$ cat src/rtl/cordic_pkg.sv
// Shared constants, direction encoding and FSM state type for the CORDIC x/y rotator.
package cordic_pkg;

  localparam int CORDIC_ITER   = 8;
  localparam int CORDIC_K_INIT = 155;
  localparam int CORDIC_DATA_W = 10;

  localparam logic DIR_POS = 1'b0;
  localparam logic DIR_NEG = 1'b1;

  typedef enum logic [1:0] {
    IDLE = 2'd0,
    RUN  = 2'd1,
    DONE = 2'd2
  } cordic_state_e;

endpackage

$ cat src/rtl/cordic_xy_rotator_if.sv
// Control/result bundle between the angle-convergence stage and the x/y rotator.
interface cordic_xy_rotator_if #(
  parameter int DATA_W = 10
) ();

  logic                     START;
  logic                     STEP_VALID;
  logic                     DIR;
  logic signed [DATA_W-1:0] COS;
  logic signed [DATA_W-1:0] SIN;
  logic                     BUSY;
  logic                     DONE;

  modport master (
    output START, STEP_VALID, DIR,
    input  COS, SIN, BUSY, DONE
  );

  modport slave (
    input  START, STEP_VALID, DIR,
    output COS, SIN, BUSY, DONE
  );

endinterface

$ cat src/rtl/cordic_xy_step.sv
// One combinational CORDIC micro-rotation on (X, Y) with arithmetic-shift operands.
// Define CORDIC_XY_SAT_EN to clamp results instead of wrapping on overflow.
module cordic_xy_step
  import cordic_pkg::*;
#(
  parameter int DATA_W = CORDIC_DATA_W,
  parameter int SH_W   = 3
) (
  input  logic signed [DATA_W-1:0] x_i,
  input  logic signed [DATA_W-1:0] y_i,
  input  logic        [SH_W-1:0]   shift_i,
  input  logic                     dir_i,
  output logic signed [DATA_W-1:0] x_o,
  output logic signed [DATA_W-1:0] y_o
);

  logic signed [DATA_W-1:0] xs;
  logic signed [DATA_W-1:0] ys;

`ifdef CORDIC_XY_SAT_EN
  logic signed [DATA_W:0] xw;
  logic signed [DATA_W:0] yw;

  // One guard bit is enough: a single add of two DATA_W values cannot exceed it.
  function automatic logic signed [DATA_W-1:0] sat(input logic signed [DATA_W:0] v);
    if (v[DATA_W] != v[DATA_W-1])
      sat = v[DATA_W] ? {1'b1, {(DATA_W-1){1'b0}}} : {1'b0, {(DATA_W-1){1'b1}}};
    else
      sat = v[DATA_W-1:0];
  endfunction

  always_comb begin
    xs = x_i >>> shift_i;
    ys = y_i >>> shift_i;
    if (dir_i == DIR_POS) begin
      xw = (DATA_W+1)'(x_i) - (DATA_W+1)'(ys);
      yw = (DATA_W+1)'(y_i) + (DATA_W+1)'(xs);
    end else begin
      xw = (DATA_W+1)'(x_i) + (DATA_W+1)'(ys);
      yw = (DATA_W+1)'(y_i) - (DATA_W+1)'(xs);
    end
    x_o = sat(xw);
    y_o = sat(yw);
  end
`else
  always_comb begin
    xs = x_i >>> shift_i;
    ys = y_i >>> shift_i;
    if (dir_i == DIR_POS) begin
      x_o = x_i - ys;
      y_o = y_i + xs;
    end else begin
      x_o = x_i + ys;
      y_o = y_i - xs;
    end
  end
`endif

endmodule

$ cat src/rtl/cordic_xy_rotator.sv
// Iterative CORDIC x/y rotator: applies ITER direction bits to (K_INIT, 0) to yield cos/sin.
// Optional CORDIC_XY_SAT_EN (in cordic_xy_step) selects saturating instead of wrapping adds.
module cordic_xy_rotator
  import cordic_pkg::*;
#(
  parameter int DATA_W = CORDIC_DATA_W,
  parameter int ITER   = CORDIC_ITER,
  parameter int K_INIT = CORDIC_K_INIT
) (
  input logic              CLK,
  input logic              RESET,
  cordic_xy_rotator_if.slave bus
);

  localparam int                       CNT_W  = (ITER > 1) ? $clog2(ITER) : 1;
  localparam logic [CNT_W-1:0]         LAST   = CNT_W'(ITER - 1);
  localparam logic signed [DATA_W-1:0] X_LOAD = DATA_W'(K_INIT);

  cordic_state_e            state_q;
  logic signed [DATA_W-1:0] x_q, y_q;
  logic signed [DATA_W-1:0] x_d, y_d;
  logic [CNT_W-1:0]         i_q;
  logic                     busy_q, done_q;

  cordic_xy_step #(
    .DATA_W (DATA_W),
    .SH_W   (CNT_W)
  ) u_step (
    .x_i     (x_q),
    .y_i     (y_q),
    .shift_i (i_q),
    .dir_i   (bus.DIR),
    .x_o     (x_d),
    .y_o     (y_d)
  );

  // START outranks any step presented in the same cycle, in every state.
  always_ff @(posedge CLK) begin
    if (!RESET) begin
      state_q <= IDLE;
      x_q     <= '0;
      y_q     <= '0;
      i_q     <= '0;
      busy_q  <= 1'b0;
      done_q  <= 1'b0;
    end else if (bus.START) begin
      state_q <= RUN;
      x_q     <= X_LOAD;
      y_q     <= '0;
      i_q     <= '0;
      busy_q  <= 1'b1;
      done_q  <= 1'b0;
    end else begin
      case (state_q)
        RUN: begin
          if (bus.STEP_VALID) begin
            x_q <= x_d;
            y_q <= y_d;
            if (i_q == LAST) begin
              state_q <= DONE;
              busy_q  <= 1'b0;
              done_q  <= 1'b1;
            end else begin
              i_q <= i_q + 1'b1;
            end
          end
        end
        default: ;
      endcase
    end
  end

  assign bus.COS  = x_q;
  assign bus.SIN  = y_q;
  assign bus.BUSY = busy_q;
  assign bus.DONE = done_q;

endmodule

$ cat src/flat_wrapper.sv
// flat-port wrapper written by rule: the top's interface ports become plain ports
module cordic_xy_rotator_flat import cordic_pkg::*;
#(
  parameter int DATA_W = CORDIC_DATA_W,
  parameter int ITER   = CORDIC_ITER,
  parameter int K_INIT = CORDIC_K_INIT
)
  (CLK, RESET, bus_START, bus_STEP_VALID, bus_DIR, bus_COS, bus_SIN, bus_BUSY, bus_DONE);
  cordic_xy_rotator_if #(.DATA_W(DATA_W)) bus_i ();
  input logic CLK;
  input logic RESET;
  input wire logic [$bits(bus_i.START)-1:0] bus_START;
  input wire logic [$bits(bus_i.STEP_VALID)-1:0] bus_STEP_VALID;
  input wire logic [$bits(bus_i.DIR)-1:0] bus_DIR;
  output wire logic [$bits(bus_i.COS)-1:0] bus_COS;
  output wire logic [$bits(bus_i.SIN)-1:0] bus_SIN;
  output wire logic [$bits(bus_i.BUSY)-1:0] bus_BUSY;
  output wire logic [$bits(bus_i.DONE)-1:0] bus_DONE;
  assign bus_i.START = bus_START;
  assign bus_i.STEP_VALID = bus_STEP_VALID;
  assign bus_i.DIR = bus_DIR;
  assign bus_COS = bus_i.COS;
  assign bus_SIN = bus_i.SIN;
  assign bus_BUSY = bus_i.BUSY;
  assign bus_DONE = bus_i.DONE;
  cordic_xy_rotator #(.DATA_W(DATA_W), .ITER(ITER), .K_INIT(K_INIT)) u_core (.CLK(CLK), .RESET(RESET), .bus(bus_i));
endmodule
$ cat config.mk
export PLATFORM = sky130hd
export DESIGN_NAME = cordic_xy_rotator_flat
export DESIGN_NICKNAME = d
export VERILOG_FILES = /design/src/rtl/cordic_pkg.sv /design/src/rtl/cordic_xy_rotator_if.sv /design/src/rtl/cordic_xy_step.sv /design/src/rtl/cordic_xy_rotator.sv /design/src/flat_wrapper.sv
export SDC_FILE = /design/constraint.sdc
export NUM_CORES = 1
export LEC_CHECK = 0
export ABC_AREA = 1
export ABC_CLOCK_PERIOD_IN_PS = 7280
export CORE_MARGIN = 2
export CORE_UTILIZATION = 45
export CTS_CLUSTER_SIZE = 10
export DETAILED_ROUTE_END_ITERATION = 16
export PLACE_DENSITY = 0.71
export SKIP_LAST_GASP = 1
export SLEW_MARGIN = 20
export SYNTH_ARGS = -nofsm -noshare
export SYNTH_HDL_FRONTEND = slang
export SYNTH_HIERARCHICAL = 1
export SYNTH_SLANG_ARGS = --single-unit
$ cat constraint.sdc
create_clock -name CLK -period 7.28 [get_ports CLK]
set_input_delay 1.092 -clock CLK [delete_from_list [all_inputs] [get_ports CLK]]
set_output_delay 1.092 -clock CLK [all_outputs]
set_load 0.01 [all_outputs]
# Word level (Yosys, flattened, before mapping)
# Cells that the tools add are included.
# totals
in_bits	5
register_bits	26
out_inout_bits	22
# op_classes
n_reduce_logical	9
n_bitwise	2
shifts	2
muxes	13
n_eq_ne	2
n_addsub	5
# ops
op	n
8-bit two-way mux	3
10-bit adder	2
10-bit two-way mux	2
10-bit by 3-bit >>> shifter with 10-bit output	2
10-bit subtractor	2
3-bit AND reduction	3
1-bit two-way mux	8
2-bit nonzero test	3
2-bit AND reduction	2
3-bit by 1-bit adder with 3-bit output, second input constant	1
3-bit == test, second input constant	1
2-bit by 1-bit == test with 1-bit output, second input constant	1
1-bit inverter	2
2-bit OR reduction	1

# Logic depth before layout (Yosys ltp)
# Gate-level depths: netlist of run 1.
# logic_depth
depth_word	6
ltp_mapped	26
mapped_depth_nobuf	25

# Modules after synthesis
# Netlist of run 1, hierarchy kept.
# modules_own_cells
module	instances	area_each_um2	cells_each
cordic_xy_step	1	1879.3	358
cordic_xy_rotator	1	1057.3	143

# Worst setup path before layout of run 1
# No wires, ideal clock.
# synth_path
kind	input -> register
startpoint	in bus_DIR
endpoint	reg u_core.x_q[7] (netlist: u_core/bus.COS[7])
setup_slack_ps	3913
stages	19
arrival_time_ps	3311
n_path_buf	2
required_ps	7224
path_cell_list	clkbuf_1 > inv_1 > clkbuf_1 > nand2_1 > xor2_1 > inv_1 > ha_1 > a21oi_1 > o21ai_0 > a21oi_1 > nor2_1 > nor2_1 > xor2_1 > nand2_1 > inv_1 > nand2_1 > nand3_1 > nand2_1 > inv_1
# synth_between
elab_chain_cells	4
# synth_lines
item	line_no	rtl
start, declared	flat_wrapper.sv:14	input wire logic [$bits(bus_i.DIR)-1:0] bus_DIR;
10-bit two-way mux	cordic_xy_step.sv:49	if (dir_i == DIR_POS) begin
net u_core.x_d[7]	cordic_xy_rotator.sv:21	logic signed [DATA_W-1:0] x_d, y_d;
8-bit two-way mux	cordic_xy_rotator.sv:56	if (bus.STEP_VALID) begin
8-bit two-way mux	cordic_xy_rotator.sv:54	case (state_q)
8-bit two-way mux	cordic_xy_rotator.sv:46	end else if (bus.START) begin
end signal, assigned	cordic_xy_rotator.sv:41	x_q <= '0;
end signal, assigned	cordic_xy_rotator.sv:48	x_q <= X_LOAD;
end signal, assigned	cordic_xy_rotator.sv:57	x_q <= x_d;
end, declared	cordic_xy_rotator.sv:20	logic signed [DATA_W-1:0] x_q, y_q;
# The timed path passes the listed nets, and every way through them passes these cells. The select of a mux whose other input is x is not followed.
# A chain may end at the register's enable or synchronous reset.

# Final worst setup path of run 1
# layout_path
startpoint	reg u_core.i_q[0]
endpoint	reg u_core.x_q[7] (netlist: u_core/bus.COS[7])
# layout_between
elab_chain_cells	6
word_cells_on_any_way	7
cone_classes	2 x add/sub; 1 x shift; 4 x mux
# layout_lines
item	line_no	rtl
start, declared	cordic_xy_rotator.sv:22	logic [CNT_W-1:0] i_q;
start signal, assigned	cordic_xy_rotator.sv:64	i_q <= i_q + 1'b1;
10-bit by 3-bit >>> shifter with 10-bit output *	cordic_xy_step.sv:48	ys = y_i >>> shift_i;
10-bit subtractor / 10-bit adder (equally long branches)	cordic_xy_step.sv:50, cordic_xy_step.sv:53	
10-bit two-way mux *	cordic_xy_step.sv:49	
net u_core.x_d[7]	cordic_xy_rotator.sv:21	
8-bit two-way mux *	cordic_xy_rotator.sv:56	
8-bit two-way mux *	cordic_xy_rotator.sv:54	
8-bit two-way mux *	cordic_xy_rotator.sv:46	
# Mark *: on every way through the listed nets, which the timed path passes. The rest lies on a longest branch. The select of a mux whose other input is x is not followed.

==> flow_summary.toml, run 1 <==
[routing]
ant_nets = 0
first_pass_iters = 4
drcViolationCount = 0
routed-via-count = 3089
wirelength_um = 7620
drt_iter0_drc = 163
wl_per_cell_um = 12.9
via_per_inst = 5.22

[clock_tree]
clkLatencyLatePin_ps = 280
cts-root-buf = "clkbuf_8"
cts_sinks = 25
htree_levels = 1
cts_setup_buffers = 0
clkTransAtPathRegs_ps = 110
cts_tree = "done"
cts-hold-fix-buffers = 0
cts_resized = 0
cts_buffers = 3
clock_path_buffers = 2

[finish]
area.growth.synth_to_final_pct = 9.97
fin_nets = 545
drive_gt1_frac = 0.0408
antenna_cells = 0
utilization = 0.511

[sta]
fin_setup_tns_ps = 0
finalCriticalPeriod_ps = 4000
hold_violations = 0
grt_setup_unrepaired = "false"
max_freq_ghz = 0.250
slew_viol_final = 0
finalSetupViolCount = 0
finalClockSkew_ps = 4.57
tightest_slew_ps = 783
relSlewSlack = 0.477
period_share = 0.549

[power]
p_leak_nw = 1.71
p_per_area_nw_per_um2 = 144
ir_drop_uv = 71.4
finalPower_w = 0.000466

[synth]
netlist_area_um2 = 2940
synth_seq_cells = 25
yosysUniqueCellTypes = 33
synth_seq_area_share = 0.170
yosysWarnings = 6
synth_cells = 501
syn_nets = 530
avgSynthCellArea_um2 = 5.86

[floorplan]
die_y_um = 84.8
die_x_um = 84.8
core_region_area_um2 = 6310
floorplan.initialDensity = 0.465
dieArea_um2 = 7190
io_pins = 27
fp-row-count = 29

[setup_path]
cp_max_fo = 24
critPathArrivalTime_ps = 4230
cp_top_family = "simple AND/OR/NAND/NOR gates"
crit_buf_inv = 5
cp_slowest_cell = "dfxtp_1"
crit_path_max_incr_delay_ps = 850
cp-end-kind = "flip-flop"
crit_top_cell = "nand2_1"
startpoint_type = "flip-flop"
worstSetupPathType = "flip-flop to flip-flop"
required_ps = 7520

[grt]
grt_pass1_wl_um = 12700
grt_usage = 0.215
grt_max_degree = 25
overflow = 0
grt_pass1_vias = 2755
grt_antenna_before_repair = 0

[place]
routabilityCongestion = 0.923
place.port_buffers = 26
dp_hpwl_um = 5630

[job]
maxCapViolations = 0

[status]
status = "finished, final reports clean"

[min_path]
min-delay-path-class = "flip-flop to flip-flop"
==> layout by cell type (no fill, tap or decap) <==
cell             instances
o21ai_0                 19
nand3_2                  1
inv_1                   63
a31oi_1                  4
nand3_1                 58
clkbuf_8                 3
nor2_2                   3
fa_1                     2
ha_1                    22
o31ai_1                  1
nor2_8                   1
inv_2                    2
a21oi_1                 10
nor2_1                  47
o21bai_1                 2
nand2_2                  4
inv_4                    1
nand2_4                  1
xnor2_1                  6
clkinvlp_4               1
o21ai_1                 13
o21ai_2                  1
nand4_1                  4
nor2_4                   1
nand2_1                167
nor3_1                   2
clkdlybuf4s50_1         26
or2_2                    1
nor4_1                   1
dfxtp_1                 25
xor2_1                  22
a21oi_2                  1
==> path summary, 6_finish.rpt <==
check	slack, ps	cells after the start	from	endpoint
max	3280	25	u_core/i_q[0]	u_core/bus.COS[7]
max reg2reg	3280	25	u_core/i_q[0]	u_core/bus.COS[7]
min reg2reg	530	2	u_core/bus.SIN[0]	u_core/bus.SIN[0]
min	530	2	u_core/bus.SIN[0]	u_core/bus.SIN[0]
==> routing by layer <==
layer / global-route usage / up-vias / part of all wire
li1: - / 1616 / -
met1: 0.298 / 1404 / 0.49
met2: 0.354 / 65 / 0.46
met3: 0.0177 / 4 / 0.040
met4: 0.0649 / 0 / 0.0075
met5: 0 / - / 0
==> state kept, by name, summed over array words and instances, names as in the netlist <==
| signal | cells |
|---|---|
| u_core/bus.DONE | 1 |
| u_core/i_q | 3 |
| u_core/bus.BUSY | 1 |
| u_core/bus.SIN | 10 |
| u_core/bus.COS | 10 |
==> through the flow <==
step	hold WS [ps]	area (um^2)	setup WS (ps)	std cells
6_report	530	3230	3280	592
3_3_place_gp	500	3180	3140	588
5_1_grt	574	3230	2770	592
4_1_cts	538	3230	3290	592
3_5_place_dp	519	3180	3140	588
2_1_floorplan	482	2940	3910	501
==> Yosys cell counts, drive strengths merged <==
library cell    n  area (um^2)
nor4            1         6.26
xor2           22          193
nor2           52          226
buf            12         97.6
clkbuf          4         15.0
o21ai          33          169
nand4           4         25.0
a21oi          11         58.8
xnor2           6         52.6
inv            66          250
nand2         172          663
nor3            2         10.0
o21bai          2         15.0
dfxtp          25          500
ha             22          275
o31ai           1         7.51
a31oi           4         25.0
nand3          59          300
fa              2         40.0
or2             1         6.26
==> final cells by class <==
cell class	instances	area (um^2)
clock buffer	3	41.3
fill	671	3080
inverter	66	250
timing repair buffer	26	260
multi-input combinational	394	2070
clock inverter	1	7.51
sequential	25	500
tap	77	96.3
==> kinds of logic (layout without fill, tap and decap cells) <==
logic type                 Yosys count  count (layout)  synth area share
buffers and inverters               82              96             0.124
adders and majority gates           24              24             0.107
and+or+nand+nor                    291             291             0.421
xor gates and xnor gates            28              28            0.0835
DFF                                 25              25             0.170
AOI/OAI and AO/OA                   51              51            0.0937
==> worst min-delay path, stage by stage (launching register included) <==
cell and delay (ps):
dfxtp_1 340, nor2_1 110, nor2_1 50
==> power by group <==
part / switching, W / internal, W
sequential: 0.0000119 / 0.000143
combinational: 0.000131 / 0.0000864
clock: 0.0000550 / 0.0000390
total: 0.000198 / 0.000268
(Power assumes the default switching activity.)
==> inputs of run 2 (changes only) <==
--- a/config.mk
+++ b/config.mk
@@ -6,7 +6,7 @@
 export NUM_CORES = 1
 export LEC_CHECK = 0
 export ABC_AREA = 1
-export ABC_CLOCK_PERIOD_IN_PS = 7280
+export ABC_CLOCK_PERIOD_IN_PS = 4200
 export CORE_MARGIN = 2
 export CORE_UTILIZATION = 45
 export CTS_CLUSTER_SIZE = 10
==> constraint.sdc (replaced) <==
create_clock -name CLK -period 4.2 [get_ports CLK]
set_input_delay 0.63 -clock CLK [delete_from_list [all_inputs] [get_ports CLK]]
set_output_delay 0.63 -clock CLK [all_outputs]
set_load 0.01 [all_outputs]
==> flow_summary.toml, run 2 (synthesis gave the netlist of run 1 again) <==
[setup_path]
cp_slowest_cell = "dfxtp_1"
required_ps = 4440
cp_max_fo = 14
r2r_cells = 24
worstReg2RegEnd = "u_core/bus.COS[7]"
rrSetupSlack_ps = 410
crit_path_max_incr_delay_ps = 700
cp_top_family = "simple AND/OR/NAND/NOR gates"
crit_chain = "buf_4 -> nand3_1 -> o21ai_0 -> nand2_1 -> nand2_1 -> ha_1 -> inv_1 -> nor2_1 -> a31oi_1 -> xnor2_1 -> inv_1 -> ha_1 -> a21oi_1 -> o21ai_0 -> a21oi_1 -> nor2_1 -> nor2_1 -> xor2_1 -> nand2_1 -> inv_1 -> nand2_1 -> nand3_1 -> nand2_1 -> inv_1"
critPathArrivalTime_ps = 4030
crit_top_cell = "nand2_1"
crit_buf_inv = 5
cp-end-kind = "flip-flop"
regToRegStartpoint = "u_core/i_q[1]"
worstSetupPathType = "flip-flop to flip-flop"
startpoint_type = "flip-flop"

[clock_tree]
clock_path_buffers = 2
cts_tree = "done"
cts_buffers = 3
cts-root-buf = "clkbuf_8"
cts_resized = 0
cts_sinks = 25
cts-hold-fix-buffers = 0
clkLatencyLatePin_ps = 290
clkTransAtPathRegs_ps = 110
htree_levels = 1
cts_setup_buffers = 0

[sta]
finalCriticalPeriod_ps = 3790
slew_viol_final = 0
whs_ps = 521
grt_setup_unrepaired = "false"
fin_setup_tns_ps = 0
finalSetupViolCount = 0
tightest_slew_ps = 580
relSlewSlack = 0.613
max_freq_ghz = 0.264
finalClockSkew_ps = 3.67
hold_violations = 0
period_share = 0.903

[routing]
wirelength_um = 7700
ant_nets = 0
routed-via-count = 3149
first_pass_iters = 4
wl_per_cell_um = 12.9
drt_iter0_drc = 163
via_per_inst = 5.29
drcViolationCount = 0

[floorplan]
die_y_um = 84.8
io_pins = 27
core_region_area_um2 = 6310
die_x_um = 84.8
dieArea_um2 = 7190
fp-row-count = 29
floorplan.initialDensity = 0.465

[job]
maxCapViolations = 0

[grt]
top_usage_layer = "met2"
use_met2 = 0.372
grt_pass1_wl_um = 13200
grt_usage = 0.221
met3_usage = 0.0226
grt_pass1_vias = 3023
overflow = 0
grt_antenna_before_repair = 0
use_met1 = 0.284
grt_max_degree = 22

[power]
ir_drop_uv = 138
p_leak_nw = 1.73
p_per_area_nw_per_um2 = 251

[status]
status = "finished, final reports clean"

[min_path]
hold_path_depth = 2
min-delay-path-class = "flip-flop to flip-flop"
min_to = "u_core/bus.SIN[0]"
min_from = "u_core/bus.SIN[0]"

[finish]
drive_gt1_frac = 0.0483
antenna_cells = 0
most-common-layout-cells = "167 x nand2_1, 63 x inv_1, 58 x nand3_1"
fin_nets = 548
area.growth.synth_to_final_pct = 10.8
final_common_cell = "nand2_1"
nFillCells = 665

[place]
routabilityCongestion = 0.905
dp_hpwl_um = 5840
place.port_buffers = 26
[run 2: changes by cell type in the layout (fill, tap and decap cells not counted), sizes merged]
cell,delta
buf,+3
clkinvlp,-1
inv,+1
[run 2: where the power goes]
| group | internal, W | total (W) | switching (W) | leakage (nW) |
|---|---|---|---|---|
| sequential | 0.000247 | 0.000266 | 0.0000186 | 0.205 |
| clock | 0.0000700 | 0.000168 | 0.0000985 | 0.0261 |
| combinational | 0.000151 | 0.000382 | 0.000231 | 1.50 |
[run 2: per-stage QoR]
stage	cells	setup slack, ps	total power (W)	instance area, um^2	util
6_report	595	409	0.000816	3250	0.515
5_1_grt	595	19.5	0.000888	3250	0.515
3_5_place_dp	591	465	0.000647	3200	0.507
3_3_place_gp	591	528	0.000639	3200	0.507
2_1_floorplan	501	1190	0.000564	2940	-
4_1_cts	595	431	0.000819	3250	0.515
[run 2: worst reg2reg max path, cell delays in order, from the launching register on]
cell and delay (ps):
dfxtp_1 700, buf_4 250, nand3_1 70, o21ai_0 90, nand2_1 70, nand2_1 180
ha_1 170, inv_1 50, nor2_1 190, a31oi_1 130, xnor2_1 160, inv_1 60
ha_1 330, a21oi_1 160, o21ai_0 140, a21oi_1 240, nor2_1 70, nor2_1 110
xor2_1 200, nand2_1 70, inv_1 60, nand2_1 50, nand3_1 90, nand2_1 50
inv_1 50
[run 2: area by class of cell]
class / instances / area [um^2] / area share
clock buffer: 3 / 41.3 / 0.0127
clock inverter: 1 / 8.76 / 0.00269
inverter: 66 / 250 / 0.0769
multi-input combinational: 394 / 2070 / 0.637
sequential: 25 / 502 / 0.154
tap: 77 / 96.3 / 0.0296
timing repair buffer: 29 / 283 / 0.0869
[run 2: how the worst max path moves through the flow]
| stage | from | end | cells after the start |
|---|---|---|---|
| final | u_core/i_q[1] | u_core/bus.COS[7] | 24 |
| after global placement | u_core/i_q[1] | u_core/bus.COS[7] | 24 |
| after global routing | u_core/i_q[1] | u_core/bus.COS[7] | 24 |
| after floorplan | u_core/i_q[0] | u_core/bus.COS[7] | 26 |
| after CTS | u_core/i_q[1] | u_core/bus.COS[7] | 24 |
| after detailed placement | u_core/i_q[1] | u_core/bus.COS[7] | 24 |
[run 2: metal layers]
layer  up-vias  wire length [um]  part of all wire
met3        16               329             0.043
met1      1443              3530              0.46
li1       1612                 -                 -
met5         -                 0                 0
met4         0               182             0.024
met2        78              3650              0.47
==> inputs of run 3 (changes only) <==
--- a/config.mk
+++ b/config.mk
@@ -9,7 +9,7 @@
 export ABC_CLOCK_PERIOD_IN_PS = 4200
 export CORE_MARGIN = 2
 export CORE_UTILIZATION = 45
-export CTS_CLUSTER_SIZE = 10
+export CTS_CLUSTER_SIZE = 20
 export DETAILED_ROUTE_END_ITERATION = 16
 export PLACE_DENSITY = 0.71
 export SKIP_LAST_GASP = 1
==> results of run 3 <==
Final layout, timing and power as in run 2 (identical DEF).
==> variant: new RTL, settings of run 2 <==
Build with the macro `CORDIC_XY_SAT_EN` defined.
--- a/src/rtl/cordic_xy_step.sv
+++ b/src/rtl/cordic_xy_step.sv
@@ -2,2 +2,4 @@
 // Define CORDIC_XY_SAT_EN to clamp results instead of wrapping on overflow.
+`define CORDIC_XY_SAT_EN
+
 module cordic_xy_step
Behaviour: same outputs for any inputs over 4 cycles, from zero or initial values and one cycle with RESET low; that may be too few to reach the edited logic, so the function may still have changed.
==> variant against run 2 <==
Non-clock buffer count up 16; worst setup slack worse by 0.15 ns; synthesized area up 14%; critical path depth up 8; sequential cell count unchanged; count of clock-buffer cells in the layout up 1; critical path type unchanged; global-route usage up 0.099 points; critical endpoint unchanged; wire length up 19%; design area up 20%; total power up 26%.
==> variant: results (changes against run 2) <==
qor: placed_design.buffer_ports.inserted 26 [unchanged]
qor: detailed_routing.drt_first_iter_violations 261 [was 163]
qor: run_status.status finished, final reports clean [unchanged]
qor: placed_design.detailedPlacementHpwl 6.91 mm [was 5.84 mm]
qor: synthesis.synthTopCellsByArea nand2_1 18%, dfxtp_1 15%, ha_1 9.4%, nand3_1 7.8%, nor2_1 7.5% [was nand2_1 21%, dfxtp_1 17%, nand3_1 9.9%, ha_1 9.4%, inv_1 8.1%]
qor: clocking.insertion_delay 0.28 ns
qor: detailed_routing.detailedRoute.firstPassIterationCount 5 [was 4]
qor: detailed_routing.dr_total_vias 3674 [was 3149]
qor: critical_path.critical_path.max_fanout 11 [was 14]
qor: grt.grt_max_degree 22 [unchanged]
qor: clocking.clk_root_buffer_cell clkbuf_8 [unchanged]
qor: synthesis.ys_seq_area_frac 0.150 [was 0.170]
qor: placed_design.preCtsSetupSlack -0.0852 ns [was 0.465 ns]
qor: finish.final.fill_count 744 [was 665]
qor: finish.post_route_cells_drive_above_1_share 0.122 [was 0.0483]
qor: placed_design.placed_instance_area 0.00370 mm^2 [was 0.00320 mm^2]
qor: detailed_routing.viasPerCell 5.27 [was 5.29]
qor: power.max_vdd_drop 0.135 mV [was 0.138 mV]
qor: min_path.holdCritPathClass flop to flop [unchanged]
qor: clocking.cts_max_path_buffers 2 [unchanged]
qor: clocking.clkTransAtPathRegs 0.10 ns
qor: placed_design.placedCellCount 686 [was 591]
qor: synthesis.synthArstFlopShare 0 [unchanged]
qor: sta.finalClockSkew 0.00680 ns [was 0.00367 ns]
qor: critical_path.crit_path_top_delay_cell dfxtp_4 [was dfxtp_1]
qor: clocking.cts_inserted_buffers 3 [unchanged]
qor: critical_path.crit_family simple AND/OR/NAND/NOR gates [unchanged]
qor: critical_path.critical_path_arrival 4.17 ns [was 4.03 ns]
qor: sta.timing.max_slew.rel_slack 0.667 [was 0.613]
qor: placed_design.globalplace.congestion 0.915 [was 0.905]
qor: min_path.worst_hold_path.num_cells 2 [unchanged]
qor: synthesis.synth.cells.most_frequent 164 x nand2_1, 67 x nor2_1, 62 x inv_1 [was 167 x nand2_1, 63 x inv_1, 58 x nand3_1]
qor: finish.nets 631 [was 548]
qor: grt.grt_pass1_vias 3290 [was 3023]
qor: grt.grt_pass1_wl 15.2 mm [was 13.2 mm]
qor: grt.antenna_found_initial 0 [unchanged]
qor: synthesis.post_synth.cell_area_avg 5.90 um^2 [was 5.86 um^2]
qor: critical_path.max_incr_delay_on_cp 0.38 ns [was 0.70 ns]
qor: grt.grt_util_all_layers 0.221 [about the same]
qor: finish.antenna-diode-count 0 [unchanged]
qor: critical_path.reg2reg_depth 32 [was 24]
qor: synthesis.number_of_nets_produced_by_synthesis 597 [was 530]
qor: synthesis.synth_flop_type dfxtp_1 [unchanged]
qor: detailed_routing.wl_per_cell 13.1 um [was 12.9 um]
qor: power.p_leak 0.00204 uW [was 0.00173 uW]
qor: synthesis.netlist-cell-type-count 41 [was 33]
qor: synthesis.yosys_warnings 6 [unchanged]
qor: power.total_switching_power 473 uW [was 348 uW]
## variant: changes by cell type after synthesis, sizes merged, moves of 4 or more
cell | run 2 | this run
xor2 | 22 | 27
o21ai | 33 | 40
nand2 | 172 | 178
a21oi | 11 | 22
nor2 | 52 | 74
nand3 | 59 | 55
## variant: path summary, 6_finish.rpt
kind,from,slack (ns),end
hold reg to reg,u_core/bus.SIN[0],0.51,u_core/bus.SIN[0]
setup / recovery,u_core/i_q[0],0.26,u_core/bus.COS[7]
hold / removal,u_core/bus.SIN[0],0.51,u_core/bus.SIN[0]
setup reg to reg,u_core/i_q[0],0.26,u_core/bus.COS[7]
## variant: what timing repair did
item / 4_1_cts / 5_1_grt
pin swaps: 0 / 19
hold buffers: 0 / 0
endpoints found under the setup margin: 5 / 15
buffers inserted: 0 / 6
resized for setup: 2 / 20
cloned: 0 / 1
## variant: cell families (layout without fill, tap and decap cells)
family	Yosys count	after routing	synth area share
AND/OR/NAND/NOR	317	317	0.413
buffers and inverters	85	118	0.113
AO/OA/AOI/OAI	78	78	0.132
XOR/XNOR	33	33	0.0867
adder cells (fa/ha/maj)	27	27	0.106
flip-flops	25	25	0.150
## variant: cell type report
| class | instances | area [um^2] | area share |
|---|---|---|---|
| tap | 99 | 124 | 0.0318 |
| clock buffer | 4 | 45.0 | 0.0116 |
| timing repair buffer | 45 | 433 | 0.111 |
| sequential | 25 | 504 | 0.129 |
| multi-input combinational | 455 | 2530 | 0.649 |
| inverter | 69 | 263 | 0.0674 |
## variant: through the flow
step | utilization | TNS (ns) | hold WS, ns
6_report | 0.540 | 0 | 0.510
5_1_grt | 0.540 | -0.512 | 0.554
4_1_cts | 0.520 | 0 | 0.515
3_5_place_dp | 0.514 | -0.357 | 0.497
3_3_place_gp | 0.514 | 0 | 0.495
2_1_floorplan | - | 0 | 0.482
## variant: metal layers
layer | track usage | vias up | part of all wire
met5 | 0 | - | 0
met4 | 0.0641 | 0 | 0.016
met3 | 0.0201 | 14 | 0.046
met2 | 0.365 | 100 | 0.46
met1 | 0.308 | 1690 | 0.48
li1 | - | 1870 | -
## variant: power groups by stage
stage / clock (uW) / combinational (uW) / sequential [uW]
finish: 156 / 606 / 266
global route: 174 / 678 / 268
floorplan: 0 / 446 / 271
global placement: 0 / 550 / 271
CTS: 164 / 568 / 266
detailed placement: 0 / 559 / 271
## variant: tightest hold or removal path: cells and delay by family, from the launching register on
family           cells  cell delay (ns)
DFF                  1             0.33
and+or+nand+nor      2             0.15
